$ cat src/rtl/bridge2xheep_rw_if.sv
// +----------------------------------------------------------------------+
// | bridge2xheep_rw_if : OBI request/response bundle                       |
// | Rev 1.0                                                                |
// +----------------------------------------------------------------------+
`default_nettype none

interface bridge2xheep_rw_if #(
    parameter int ADDR_WIDTH = 32,
    parameter int DATA_WIDTH = 32
);
    localparam int BE_WIDTH = DATA_WIDTH / 8;

    logic                  req;
    logic                  we;
    logic [BE_WIDTH-1:0]   be;
    logic [ADDR_WIDTH-1:0] addr;
    logic [DATA_WIDTH-1:0] wdata;
    logic                  gnt;
    logic                  rvalid;
    logic [DATA_WIDTH-1:0] rdata;

    modport master (
        output req, we, be, addr, wdata,
        input  gnt, rvalid, rdata
    );

    modport slave (
        input  req, we, be, addr, wdata,
        output gnt, rvalid, rdata
    );
endinterface

`default_nettype wire

$ cat src/rtl/bridge2xheep_rw.sv
// +----------------------------------------------------------------------+
// | bridge2xheep_rw : MCU command FIFO to OBI master bridge, one request   |
// | outstanding. Optional watchdog: define BRIDGE2XHEEP_TIMEOUT_EN.        |
// | Rev 1.0                                                                |
// +----------------------------------------------------------------------+
`default_nettype none

module bridge2xheep_rw #(
    parameter int                    ADDR_WIDTH     = 32,
    parameter int                    DATA_WIDTH     = 32,
    parameter int                    DEPTH          = 4,
    parameter logic [ADDR_WIDTH-1:0] RESET_ADDR     = ADDR_WIDTH'(32'h0000_0180),
    parameter int                    ADDR_STEP      = 4,
    parameter int                    TIMEOUT_CYCLES = 1024
) (
    input  wire logic                      clk,
    input  wire logic                      rst_n,
    bridge2xheep_rw_if.master              obi,
    input  wire logic                      cmd_valid,
    input  wire logic                      cmd_we,
    input  wire logic [DATA_WIDTH/8-1:0]   cmd_be,
    input  wire logic [DATA_WIDTH-1:0]     cmd_wdata,
    input  wire logic                      base_load,
    input  wire logic [ADDR_WIDTH-1:0]     base_addr,
    input  wire logic                      rsp_ack,
    output logic                           busy,
    output logic                           fifo_full,
    output logic [$clog2(DEPTH):0]         fifo_count,
    output logic                           cmd_drop,
    output logic                           rsp_valid,
    output logic [DATA_WIDTH-1:0]          rsp_rdata,
    output logic                           rsp_overrun,
    output logic [ADDR_WIDTH-1:0]          cur_addr
`ifdef BRIDGE2XHEEP_TIMEOUT_EN
    ,
    output logic                           timeout_err
`endif
);

    localparam int BE_WIDTH = DATA_WIDTH / 8;
    localparam int PTR_W    = $clog2(DEPTH);
    localparam int CNT_W    = PTR_W + 1;
    localparam int ENTRY_W  = 1 + ADDR_WIDTH + BE_WIDTH + DATA_WIDTH;
    localparam logic [CNT_W-1:0] FULL_COUNT = CNT_W'(DEPTH);

    typedef enum logic [1:0] {
        ST_IDLE     = 2'd0,
        ST_REQ      = 2'd1,
        ST_WAIT_RSP = 2'd2
    } state_e;

    state_e                 state_q, state_d;
    logic [PTR_W-1:0]       wr_ptr_q, wr_ptr_d;
    logic [PTR_W-1:0]       rd_ptr_q, rd_ptr_d;
    logic [CNT_W-1:0]       count_q, count_d;
    logic [ADDR_WIDTH-1:0]  ptr_q, ptr_d;
    logic                   is_read_q, is_read_d;
    logic                   rsp_valid_q, rsp_valid_d;
    logic                   rsp_overrun_q, rsp_overrun_d;
    logic [DATA_WIDTH-1:0]  rsp_rdata_q, rsp_rdata_d;
    logic                   cmd_drop_q, cmd_drop_d;

    logic [ENTRY_W-1:0]     fifo_mem [DEPTH];
    logic [ENTRY_W-1:0]     head;
    logic                   head_we;
    logic [ADDR_WIDTH-1:0]  head_addr;
    logic [BE_WIDTH-1:0]    head_be;
    logic [DATA_WIDTH-1:0]  head_wdata;

    logic                   full;
    logic                   push;
    logic                   pop;
    logic                   rsp_capture;
    logic                   timeout_hit;

    assign full = (count_q == FULL_COUNT);
    assign push = cmd_valid && !full;
    assign head = fifo_mem[rd_ptr_q];
    assign {head_we, head_addr, head_be, head_wdata} = head;

    // ------------------------------------------------------------------
    // Optional watchdog
    // ------------------------------------------------------------------
`ifdef BRIDGE2XHEEP_TIMEOUT_EN
    localparam int TMO_W = $clog2(TIMEOUT_CYCLES + 1);

    logic [TMO_W-1:0] tmo_cnt_q, tmo_cnt_d;
    logic             timeout_err_q, timeout_err_d;
    logic             tmo_fire;

    assign timeout_hit = (state_q != ST_IDLE) &&
                         (tmo_cnt_q == TMO_W'(TIMEOUT_CYCLES - 1));
    // A grant or response in the final cycle still completes normally.
    assign tmo_fire = timeout_hit &&
                      ((state_q == ST_REQ) ? !obi.gnt : !obi.rvalid);

    always_comb begin
        tmo_cnt_d     = tmo_cnt_q + TMO_W'(1);
        timeout_err_d = timeout_err_q;
        if ((state_d != state_q) || (state_q == ST_IDLE)) begin
            tmo_cnt_d = '0;
        end
        if (tmo_fire) begin
            timeout_err_d = 1'b1;
        end else if (rsp_ack) begin
            timeout_err_d = 1'b0;
        end
    end

    always_ff @(posedge clk or negedge rst_n) begin
        if (!rst_n) begin
            tmo_cnt_q     <= '0;
            timeout_err_q <= 1'b0;
        end else begin
            tmo_cnt_q     <= tmo_cnt_d;
            timeout_err_q <= timeout_err_d;
        end
    end

    assign timeout_err = timeout_err_q;
`else
    logic unused_tmo;

    assign timeout_hit = 1'b0;
    assign unused_tmo  = |TIMEOUT_CYCLES;
`endif

    // ------------------------------------------------------------------
    // Transaction FSM and OBI outputs
    // ------------------------------------------------------------------
    always_comb begin
        state_d   = state_q;
        pop       = 1'b0;
        is_read_d = is_read_q;
        obi.req   = 1'b0;
        obi.we    = 1'b0;
        obi.be    = '0;
        obi.addr  = '0;
        obi.wdata = '0;
        case (state_q)
            ST_IDLE: begin
                if (count_q != '0) begin
                    state_d = ST_REQ;
                end
            end
            ST_REQ: begin
                obi.req   = 1'b1;
                obi.we    = head_we;
                obi.be    = head_be;
                obi.addr  = head_addr;
                obi.wdata = head_wdata;
                if (obi.gnt) begin
                    pop       = 1'b1;
                    is_read_d = !head_we;
                    state_d   = ST_WAIT_RSP;
                end else if (timeout_hit) begin
                    pop     = 1'b1;
                    state_d = ST_IDLE;
                end
            end
            ST_WAIT_RSP: begin
                // No pop can happen here, so count_q plus a same-cycle push is the next occupancy.
                if (obi.rvalid) begin
                    state_d = ((count_q != '0) || push) ? ST_REQ : ST_IDLE;
                end else if (timeout_hit) begin
                    state_d = ST_IDLE;
                end
            end
            default: begin
                state_d = ST_IDLE;
            end
        endcase
    end

    // ------------------------------------------------------------------
    // FIFO bookkeeping and address pointer
    // ------------------------------------------------------------------
    always_comb begin
        wr_ptr_d   = push ? (wr_ptr_q + PTR_W'(1)) : wr_ptr_q;
        rd_ptr_d   = pop  ? (rd_ptr_q + PTR_W'(1)) : rd_ptr_q;
        cmd_drop_d = cmd_valid && full;
        case ({push, pop})
            2'b10:   count_d = count_q + CNT_W'(1);
            2'b01:   count_d = count_q - CNT_W'(1);
            default: count_d = count_q;
        endcase
        ptr_d = ptr_q;
        if (base_load) begin
            ptr_d = base_addr;
        end else if (push) begin
            ptr_d = ptr_q + ADDR_WIDTH'(ADDR_STEP);
        end
    end

    always_ff @(posedge clk) begin
        if (push) begin
            fifo_mem[wr_ptr_q] <= {cmd_we, ptr_q, cmd_be, cmd_wdata};
        end
    end

    // ------------------------------------------------------------------
    // Read response capture
    // ------------------------------------------------------------------
    assign rsp_capture = (state_q == ST_WAIT_RSP) && obi.rvalid && is_read_q;

    always_comb begin
        rsp_valid_d   = rsp_valid_q;
        rsp_overrun_d = rsp_overrun_q;
        rsp_rdata_d   = rsp_rdata_q;
        if (rsp_capture) begin
            rsp_rdata_d   = obi.rdata;
            rsp_valid_d   = 1'b1;
            rsp_overrun_d = rsp_ack ? 1'b0 : (rsp_overrun_q || rsp_valid_q);
        end else if (rsp_ack) begin
            rsp_valid_d   = 1'b0;
            rsp_overrun_d = 1'b0;
        end
    end

    always_ff @(posedge clk or negedge rst_n) begin
        if (!rst_n) begin
            state_q       <= ST_IDLE;
            wr_ptr_q      <= '0;
            rd_ptr_q      <= '0;
            count_q       <= '0;
            ptr_q         <= RESET_ADDR;
            is_read_q     <= 1'b0;
            rsp_valid_q   <= 1'b0;
            rsp_overrun_q <= 1'b0;
            rsp_rdata_q   <= '0;
            cmd_drop_q    <= 1'b0;
        end else begin
            state_q       <= state_d;
            wr_ptr_q      <= wr_ptr_d;
            rd_ptr_q      <= rd_ptr_d;
            count_q       <= count_d;
            ptr_q         <= ptr_d;
            is_read_q     <= is_read_d;
            rsp_valid_q   <= rsp_valid_d;
            rsp_overrun_q <= rsp_overrun_d;
            rsp_rdata_q   <= rsp_rdata_d;
            cmd_drop_q    <= cmd_drop_d;
        end
    end

    assign busy        = (count_q != '0) || (state_q != ST_IDLE);
    assign fifo_full   = full;
    assign fifo_count  = count_q;
    assign cmd_drop    = cmd_drop_q;
    assign rsp_valid   = rsp_valid_q;
    assign rsp_rdata   = rsp_rdata_q;
    assign rsp_overrun = rsp_overrun_q;
    assign cur_addr    = ptr_q;

endmodule

`default_nettype wire

$ cat src/flat_wrapper.sv
// flat-port wrapper written by rule: the top's interface ports become plain ports
module bridge2xheep_rw_flat 
#(
    parameter int                    ADDR_WIDTH     = 32,
    parameter int                    DATA_WIDTH     = 32,
    parameter int                    DEPTH          = 4,
    parameter logic [ADDR_WIDTH-1:0] RESET_ADDR     = ADDR_WIDTH'(32'h0000_0180),
    parameter int                    ADDR_STEP      = 4,
    parameter int                    TIMEOUT_CYCLES = 1024
)
  (clk, rst_n, cmd_valid, cmd_we, cmd_be, cmd_wdata, base_load, base_addr, rsp_ack, busy, fifo_full, fifo_count, cmd_drop, rsp_valid, rsp_rdata, rsp_overrun, cur_addr, obi_req, obi_we, obi_be, obi_addr, obi_wdata, obi_gnt, obi_rvalid, obi_rdata);
  bridge2xheep_rw_if #(.ADDR_WIDTH(ADDR_WIDTH), .DATA_WIDTH(DATA_WIDTH)) obi_i ();
  input  wire logic clk;
  input  wire logic rst_n;
  input  wire logic cmd_valid;
  input  wire logic cmd_we;
  input  wire logic [DATA_WIDTH/8-1:0] cmd_be;
  input  wire logic [DATA_WIDTH-1:0] cmd_wdata;
  input  wire logic base_load;
  input  wire logic [ADDR_WIDTH-1:0] base_addr;
  input  wire logic rsp_ack;
  output logic busy;
  output logic fifo_full;
  output logic [$clog2(DEPTH):0] fifo_count;
  output logic cmd_drop;
  output logic rsp_valid;
  output logic [DATA_WIDTH-1:0] rsp_rdata;
  output logic rsp_overrun;
  output logic [ADDR_WIDTH-1:0] cur_addr;
  output wire logic [$bits(obi_i.req)-1:0] obi_req;
  output wire logic [$bits(obi_i.we)-1:0] obi_we;
  output wire logic [$bits(obi_i.be)-1:0] obi_be;
  output wire logic [$bits(obi_i.addr)-1:0] obi_addr;
  output wire logic [$bits(obi_i.wdata)-1:0] obi_wdata;
  input wire logic [$bits(obi_i.gnt)-1:0] obi_gnt;
  input wire logic [$bits(obi_i.rvalid)-1:0] obi_rvalid;
  input wire logic [$bits(obi_i.rdata)-1:0] obi_rdata;
  assign obi_req = obi_i.req;
  assign obi_we = obi_i.we;
  assign obi_be = obi_i.be;
  assign obi_addr = obi_i.addr;
  assign obi_wdata = obi_i.wdata;
  assign obi_i.gnt = obi_gnt;
  assign obi_i.rvalid = obi_rvalid;
  assign obi_i.rdata = obi_rdata;
  bridge2xheep_rw #(.ADDR_WIDTH(ADDR_WIDTH), .DATA_WIDTH(DATA_WIDTH), .DEPTH(DEPTH), .RESET_ADDR(RESET_ADDR), .ADDR_STEP(ADDR_STEP), .TIMEOUT_CYCLES(TIMEOUT_CYCLES)) u_core (.clk(clk), .rst_n(rst_n), .obi(obi_i), .cmd_valid(cmd_valid), .cmd_we(cmd_we), .cmd_be(cmd_be), .cmd_wdata(cmd_wdata), .base_load(base_load), .base_addr(base_addr), .rsp_ack(rsp_ack), .busy(busy), .fifo_full(fifo_full), .fifo_count(fifo_count), .cmd_drop(cmd_drop), .rsp_valid(rsp_valid), .rsp_rdata(rsp_rdata), .rsp_overrun(rsp_overrun), .cur_addr(cur_addr));
endmodule
$ cat config.mk
export PLATFORM = sky130hd
export DESIGN_NAME = bridge2xheep_rw_flat
export DESIGN_NICKNAME = d
export VERILOG_FILES = /design/src/rtl/bridge2xheep_rw_if.sv /design/src/rtl/bridge2xheep_rw.sv /design/src/flat_wrapper.sv
export SDC_FILE = /design/constraint.sdc
export NUM_CORES = 1
export LEC_CHECK = 0
export ABC_AREA = 1
export CORE_MARGIN = 2
export CORE_UTILIZATION = 53
export DETAILED_ROUTE_END_ITERATION = 10
export PLACE_DENSITY = 0.8
export REMOVE_ABC_BUFFERS = 1
export SLEW_MARGIN = 5
export SYNTH_ARGS = -nofsm -noshare
export SYNTH_HDL_FRONTEND = slang
export SYNTH_SLANG_ARGS = --single-unit
$ cat constraint.sdc
create_clock -name clk -period 5.8 [get_ports clk]
set_clock_uncertainty 0.1 [all_clocks]
set_input_delay 0.58 -clock clk [delete_from_list [all_inputs] [get_ports clk]]
set_output_delay 0.58 -clock clk [all_outputs]
set_load 0.03 [all_outputs]
Yosys cells after proc, flatten, opt, wreduce, memory -nomap -nowiden
Memory sizes are Yosys's and may differ from the RTL's.
Index checks and enable logic that the tools add are counted.
{ "totals": {"register_bits": 77, "elab_cells": 62, "mem_count": 1, "input_bits": 108, "ramBits": 276} }
{ "classes": {"n_reduce_logical": 17, "addsub": 5, "muxes": 21, "eq_ne": 8} }
{ "mem_list": {"columns": ["memory", "depth", "width", "rd", "rd_clocked_by_memory_dff", "wr", "line", "rtl"], "rows": [
  ["u_core.fifo_mem", 4, 69, 1, 0, 1, "bridge2xheep_rw.sv:63", "logic [ENTRY_W-1:0] fifo_mem [DEPTH];"]
]} }
{ "op_table": {"columns": ["op", "count"], "rows": [
  ["32-bit 2-to-1 mux", 4],
  ["32-bit by 3-bit adder with 32-bit output (second input constant)", 1],
  ["1-bit 2-to-1 mux", 11],
  ["2-bit nonzero test", 4],
  ["2-bit 2-to-1 mux", 3],
  ["2-bit case mux with 3 select lines", 1],
  ["3-bit case mux with 2 select lines", 1],
  ["2-bit by 1-bit adder with 2-bit output (second input constant)", 2],
  ["2-bit by 1-bit == test with 1-bit output (second input constant)", 2],
  ["2-bit == test (second input constant)", 2],
  ["1-bit logical AND", 4],
  ["4-bit 2-to-1 mux", 1],
  ["2-bit != test (second input constant)", 2],
  ["3-bit by 1-bit adder with 3-bit output (second input constant)", 1],
  ["3-bit == test (second input constant)", 1],
  ["1-bit logical OR", 3],
  ["3-bit AND reduction", 1],
  ["3-bit nonzero test", 1],
  ["3-bit by 1-bit subtractor with 3-bit output (second input constant)", 1],
  ["1-bit zero test", 2],
  ["2-bit zero test", 1],
  ["2-bit by 1-bit != test with 1-bit output (second input constant)", 1],
  ["2-bit AND reduction", 1]
]} }

Depth between registers and ports, before layout
Gate-level depths: netlist (run 1).
{ "logic_depth": {"depth_word": 7, "depth_mapped": 11, "depth_no_buf": 10} }

Least setup slack after synthesis (run 1)
OpenSTA, ideal clock, no wires.
{ "synth_path": {"kind": "register to register", "from": "register u_core.count_q[1], in the netlist u_core.fifo_count[1]", "to": "memory u_core.fifo_mem[0][0] (netlist bit) (enable)", "arrival_time_ps": 3862, "required_ps": 5203, "path_stages_with_launch": 6, "path_slack_ps": 1342, "synth_period_minus_slack_ps": 4458, "path_cell_list": "dfrtp_1 -> inv_1 -> nand3_2 -> nand2_2 -> buf_6 -> nor2_1"} }
{ "synth_between": {"elab_chain_len": 5} }
{ "synth_lines": {"columns": ["item", "line", "rtl"], "rows": [
  ["start: declaration", "bridge2xheep_rw.sv:55", "logic [CNT_W-1:0] count_q, count_d;"],
  ["start signal: assignment", "bridge2xheep_rw.sv:236", "count_q <= count_d;"],
  ["3-bit == test", "bridge2xheep_rw.sv:76", "assign full = (count_q == FULL_COUNT);"],
  ["1-bit zero test", "bridge2xheep_rw.sv:77", "assign push = cmd_valid && !full;"],
  ["1-bit logical AND", "bridge2xheep_rw.sv:77", null],
  ["1-bit 2-to-1 mux", "bridge2xheep_rw.sv:196", "if (push) begin"],
  ["1-bit 2-to-1 mux (not written as such)", "bridge2xheep_rw.sv:197", "fifo_mem[wr_ptr_q] <= {cmd_we, ptr_q, cmd_be, cmd_wdata};"],
  ["end: declaration", "bridge2xheep_rw.sv:63", null]
]} }
Every way passes these cells.

Worst setup path after layout (run 1)
{ "layout_path": {"from": "register u_core.rd_ptr_q[0]", "to": "output port obi_wdata[4]"} }
{ "layout_between": {"elab_chain_len": 2} }
{ "layout_lines": {"columns": ["item", "line", "rtl"], "rows": [
  ["start: declaration", "bridge2xheep_rw.sv:54", "logic [PTR_W-1:0] rd_ptr_q, rd_ptr_d;"],
  ["start signal: assignment", "bridge2xheep_rw.sv:235", "rd_ptr_q <= rd_ptr_d;"],
  ["memory 4 x 69 bit", null, null],
  ["32-bit 2-to-1 mux", "bridge2xheep_rw.sv:140", "case (state_q)"],
  ["end: declaration", "flat_wrapper.sv:34", "output wire logic [$bits(obi_i.wdata)-1:0] obi_wdata;"]
]} }
Every way passes these cells.

==> impl_metrics.json, run 1 <==
{
  "outcome": "finished clean",
  "yosysUniqueCellTypes": 35,
  "antennaDiodeCount": 0,
  "cts.sinks": 353,
  "critPathMaxFanout": 104,
  "crit_buf_inv": 2,
  "slowest_stage": "buf_4",
  "max_slew_margin_pct": 25.1,
  "dp_cells": 1894,
  "vias_per_cell": 5.38,
  "cts_hold_buf": 0,
  "finalCritPeriodShare_pct": 73.5,
  "first_pass_iters": 5,
  "first_iter_violations": 946,
  "drtAntennaViolNets": 0,
  "cts_buffer_depth": 3,
  "grt_overflow": 0,
  "vias": 10528,
  "cp.arrival_ns": 3.58,
  "endpoint_kind": "output pin",
  "path_clk_slew_ns": 0.06,
  "io_buffers": 249,
  "post-dp-hpwl_um": 21900,
  "timing.setup.tns_ns": 0,
  "cp-start-kind": "register",
  "power_density_nw_per_um2": 540,
  "synth.area.top_cells": "edfxtp_1, dfrtp_1, nor2_1, o21ai_0, nand2_1",
  "grt_max_degree": 108,
  "cts_tree": "yes",
  "drive_gt1_share_pct": 8.54,
  "rows": 61,
  "die_w_um": 171,
  "fmax_mhz": 235,
  "setup-violations-final": 0,
  "fin_util_pct": 67.7,
  "postCtsResizedCells": 0,
  "crit_required_ns": 5.12,
  "layout.nets": 1668,
  "synthFlopType": "edfxtp_1",
  "fin_cells": 1958,
  "start_util_pct": 53.6,
  "hold_viol": 0,
  "leakage_uw": 0.00692,
  "core_um2": 27700,
  "post-route-min-period_ns": 4.26,
  "cts_max_level": 2,
  "ir_worst_vdd_mv": 0.399,
  "layout_commonest_cell": "nor2_1",
  "drcViolationCount": 0,
  "cpPeakStageDelay_ns": 0.89,
  "crit_type": "register to output pin",
  "clk_latency_ns": 0.52,
  "grtUsageTotal_pct": 24.7,
  "dieArea_um2": 29400,
  "place_congestion": 0.855,
  "area_growth_pct": 26.5,
  "path_cells": "buf_4 > nor2_1 > nor2_1 > o21ai_0 > a21oi_1 > clkdlybuf4s50_1",
  "path_depth": 6,
  "numCtsBuffers": 36,
  "hold_class": "primary input to async pin",
  "cts_setup_buffers": 0,
  "grt_pass1_vias": 10716,
  "max_cap_violations": 0,
  "hold_ws_ns": 0.122,
  "path_common_cell": "nor2_1",
  "grt_pass1_wl_um": 56000,
  "yosys_warnings": 0,
  "netlist_instances": 1323,
  "rsz0062_at_grt": "no",
  "final_max_slew_viol_count": 0,
  "synth_top_area_cell": "edfxtp_1",
  "finalPower_uw": 10100,
  "io-pin-count": 250,
  "die_h_um": 171,
  "async_flop_share_pct": 21.8,
  "yosys_register_bits": 353,
  "wl_per_cell_um": 18.4,
  "synthesis.area_per_instance_um2": 11.2,
  "final_cell_mix": "nor2_1, edfxtp_1, clkdlybuf4s50_1",
  "num-fill-cells": 2092,
  "wirelength_um": 36100,
  "grt_antenna_before_repair": 0,
  "crit_family": "buffers and inverters",
  "worst_slew_pin_slew_ns": 1.12,
  "netlist.area_leader.share_pct": 55.9,
  "synth_edf_count": 276,
  "cts-root-buf": "clkbuf_16",
  "seq_area_frac_synth_pct": 68.9,
  "reg2reg_depth": 5,
  "syn_area_um2": 14800
}
final cells by class:
| class | instances | area (um2) | share of cell area (%) |
|---|---|---|---|
| repair buffers | 259 | 2560 | 13.7 |
| inverters | 68 | 258 | 1.37 |
| multi-input cells | 836 | 4050 | 21.6 |
| well taps | 378 | 473 | 2.52 |
| clock inverters | 21 | 245 | 1.31 |
| clock buffers | 43 | 948 | 5.05 |
| flip-flops and latches | 353 | 10200 | 54.5 |
flip-flops by register name, indices dropped and copies added, names as in the netlist, 2 cells and up:
| name | count |
|---|---|
| u_core.cur_addr | 32 |
| u_core.wr_ptr_q | 2 |
| u_core.fifo_count | 3 |
| u_core.fifo_mem | 276 |
| u_core.state_q | 2 |
| u_core.rsp_rdata | 32 |
| u_core.rd_ptr_q | 2 |
stage by stage:
stage	instance area, um2	setup slack, ns
after floorplan	14500	0.663
final	18800	1.54
after global placement	17600	2.16
after global routing	18800	1.27
after detailed placement	17600	2.07
after CTS	18800	1.52
worst paths after layout:
check | start | end | slack (ns)
worst max-delay path | u_core.rd_ptr_q[0] | obi_wdata[4] | 1.54
max in group asynchronous | rst_n | u_core.rd_ptr_q[0] | 4.70
min in group clk | u_core.rsp_rdata[27] | u_core.rsp_rdata[27] | 0.40
worst max register to register | u_core.fifo_count[0] | u_core.fifo_mem[1][47] | 3.08
worst min register to register | u_core.rsp_rdata[27] | u_core.rsp_rdata[27] | 0.40
worst min-delay path | rst_n | u_core.rsp_overrun | 0.12
worst reg2reg max path, delay by kind of cell, from the launching register on:
kind | cells | cell delay (ns)
simple gates | 3 | 0.91
buf+inv | 2 | 0.82
flops | 1 | 0.41
per-layer routing:
| layer | GRT usage (%) | part of all wire (%) |
|---|---|---|
| met1 | 30.3 | 39 |
| met2 | 42.6 | 49 |
| met3 | 6.97 | 9.3 |
| met4 | 7.52 | 2.2 |
| met5 | 0.696 | 0 |
cell families (layout without fill, tap and decap cells):
group,Yosys count,count (layout),synth area share [%]
flip-flops,353,353,68.9
AND/OR/NAND/NOR,544,544,15.0
multiplexers,32,32,2.43
buffers and inverters,134,391,4.08
XOR/XNOR,11,11,0.649
AO/OA/AOI/OAI,243,243,8.47
adder cells (fa/ha/maj),6,6,0.557
synthesized netlist by cell type (10+ instances only):
master,instances
mux2_2,31
a21oi_1,70
dfrtp_1,75
inv_1,62
nand3_1,48
nand2_1,155
xor2_1,10
o21ai_0,153
edfxtp_1,276
clkbuf_1,32
nor2_1,315
o21bai_1,10
buf_2,19
report_power, final:
part           internal [uW]  switching [uW]
registers               3390             311
logic                   1430            2650
clock network           1400             953
Power figures use the tool's default switching activity.
==> inputs of run 2 (changes only) <==
==> constraint.sdc (replaced) <==
create_clock -name clk -period 4.14 [get_ports clk]
set_clock_uncertainty 0.1 [all_clocks]
set_input_delay 0.414 -clock clk [delete_from_list [all_inputs] [get_ports clk]]
set_output_delay 0.414 -clock clk [all_outputs]
set_load 0.03 [all_outputs]
==> run 2 against run 1 <==
Compared with the run above:
- sequential cell count stayed put
- final area is 0.21% higher
- routed wire length is 0.34% higher
- via count is 1.5% higher
- sequential power is 40% higher
- power is 39% higher
- sequential share of layout area is 0.12 points lower
- clock-buffer cell count is 6 higher
- register-to-register slack worse by 1.7 ns
- critical path type unchanged
- largest cell class unchanged
==> impl_metrics.json, run 2 (same netlist as run 1, synthesis figures left out) <==
{
  "antennaDiodeCount": 0,
  "post-route-min-period_ns": 3.68,
  "cts_buffer_depth": 3,
  "hold_viol": 0,
  "first_pass_iters": 6,
  "final_cell_mix": "nor2_1, edfxtp_1, clkdlybuf4s50_1",
  "layout_commonest_cell": "nor2_1",
  "max_cap_violations": 0,
  "die_h_um": 171,
  "postCtsResizedCells": 0,
  "final_max_slew_viol_count": 0,
  "finalCritPeriodShare_pct": 88.8,
  "post-dp-hpwl_um": 22800,
  "power_density_nw_per_um2": 747,
  "area_growth_pct": 26.7,
  "vias_per_cell": 5.43,
  "cp-start-kind": "register",
  "outcome": "finished clean",
  "cts.sinks": 353,
  "hold_class": "primary input to register",
  "critPathMaxFanout": 94,
  "core_um2": 27700,
  "place_congestion": 0.819,
  "grt_max_degree": 95,
  "clk_latency_ns": 0.52,
  "numCtsBuffers": 37,
  "dp_cells": 1899,
  "vias": 10682,
  "cts_tree": "yes",
  "drive_gt1_share_pct": 8.37,
  "cts_max_level": 2,
  "path_clk_slew_ns": 0.06,
  "wl_per_cell_um": 18.4,
  "drtAntennaViolNets": 0,
  "io-pin-count": 250,
  "start_util_pct": 53.6,
  "worst_slew_pin_slew_ns": 1.01,
  "ir_worst_vdd_mv": 0.494,
  "fin_cells": 1967,
  "cp.arrival_ns": 3.16,
  "setup-violations-final": 0,
  "first_iter_violations": 1091,
  "drcViolationCount": 0,
  "cpPeakStageDelay_ns": 0.73,
  "grt_overflow": 0,
  "layout.nets": 1675,
  "path_cells": "inv_4 > buf_12 > o21ai_0 > a21oi_1 > clkdlybuf4s50_1",
  "fmax_mhz": 272,
  "crit_required_ns": 3.63,
  "io_buffers": 249,
  "rsz0062_at_grt": "no",
  "fin_util_pct": 67.9,
  "wirelength_um": 36200,
  "grt_pass1_vias": 10726,
  "grt_antenna_before_repair": 0,
  "grt_pass1_wl_um": 56000,
  "crit_type": "register to output pin",
  "max_slew_margin_pct": 32.6,
  "largest_reg_flops": 276,
  "slowest_stage": "clkdlybuf4s50_1",
  "endpoint_kind": "output pin",
  "leakage_uw": 0.00693,
  "die_w_um": 171,
  "rows": 61,
  "grtUsageTotal_pct": 24.8,
  "cts-root-buf": "clkbuf_16",
  "cts_setup_buffers": 0,
  "dieArea_um2": 29400,
  "top_register": "u_core.fifo_mem"
}
## run 2: where the power goes
part	switching [uW]	internal [uW]
logic	3730	2050
clock network	1310	1760
registers	444	4740
total	5490	8560
## run 2: layout make-up
class                      instances  area, um2
inverter                          68        258
clock buffer                      49        991
clock inverter                    18        133
multi-input combinational        836       4050
tap                              378        473
timing repair buffer             265       2680
fill                            1994       8900
sequential                       353      10200
## run 2: routing by layer
metal  routed length, um  GRT usage, %
met1               13900          30.6
met2               18300          43.7
met3                3170          5.98
met4                 796          7.04
met5                   0             0
## run 2: worst paths after layout
path | cells after the start | slack, ns | end | start
min | 3 | 0.34 | u_core.cur_addr[0] | base_addr[0]
max | 5 | 0.46 | obi_addr[20] | u_core.rd_ptr_q[0]
max reg2reg | 8 | 1.41 | u_core.cur_addr[10] | u_core.fifo_count[1]
min reg2reg | 1 | 0.41 | u_core.rsp_rdata[13] | u_core.rsp_rdata[13]
min in group asynchronous | 2 | 0.43 | u_core.cur_addr[22] | rst_n
max in group asynchronous | 3 | 2.64 | u_core.cur_addr[8] | rst_n
## run 2: what timing repair did
action / CTS / global route
hold buffers: 1 / 0
hold endpoints to repair: 58 / 0
endpoints found under the setup margin: 0 / 0
## run 2: through the flow
| step | total power (uW) | setup WS (ns) | hold slack, ns | cell area, um2 | TNS [ns] |
|---|---|---|---|---|---|
| 2_1_floorplan | 8610 | -0.831 | 0.0184 | 14500 | -140.85 |
| 3_3_place_gp | 10900 | 1.06 | 0.383 | 17700 | 0 |
| 3_5_place_dp | 11000 | 1.03 | 0.393 | 17700 | 0 |
| 4_1_cts | 14100 | 0.472 | 0.332 | 18800 | 0 |
| 5_1_grt | 14800 | 0.318 | 0.352 | 18800 | 0 |
| 6_report | 14000 | 0.462 | 0.341 | 18800 | 0 |
## run 2: worst max-delay path, delay by kind of cell (launching register included)
kind / cells / cell delay, ns
flops: 1 / 0.65
buf+inv: 3 / 1.50
compound gates: 2 / 0.42
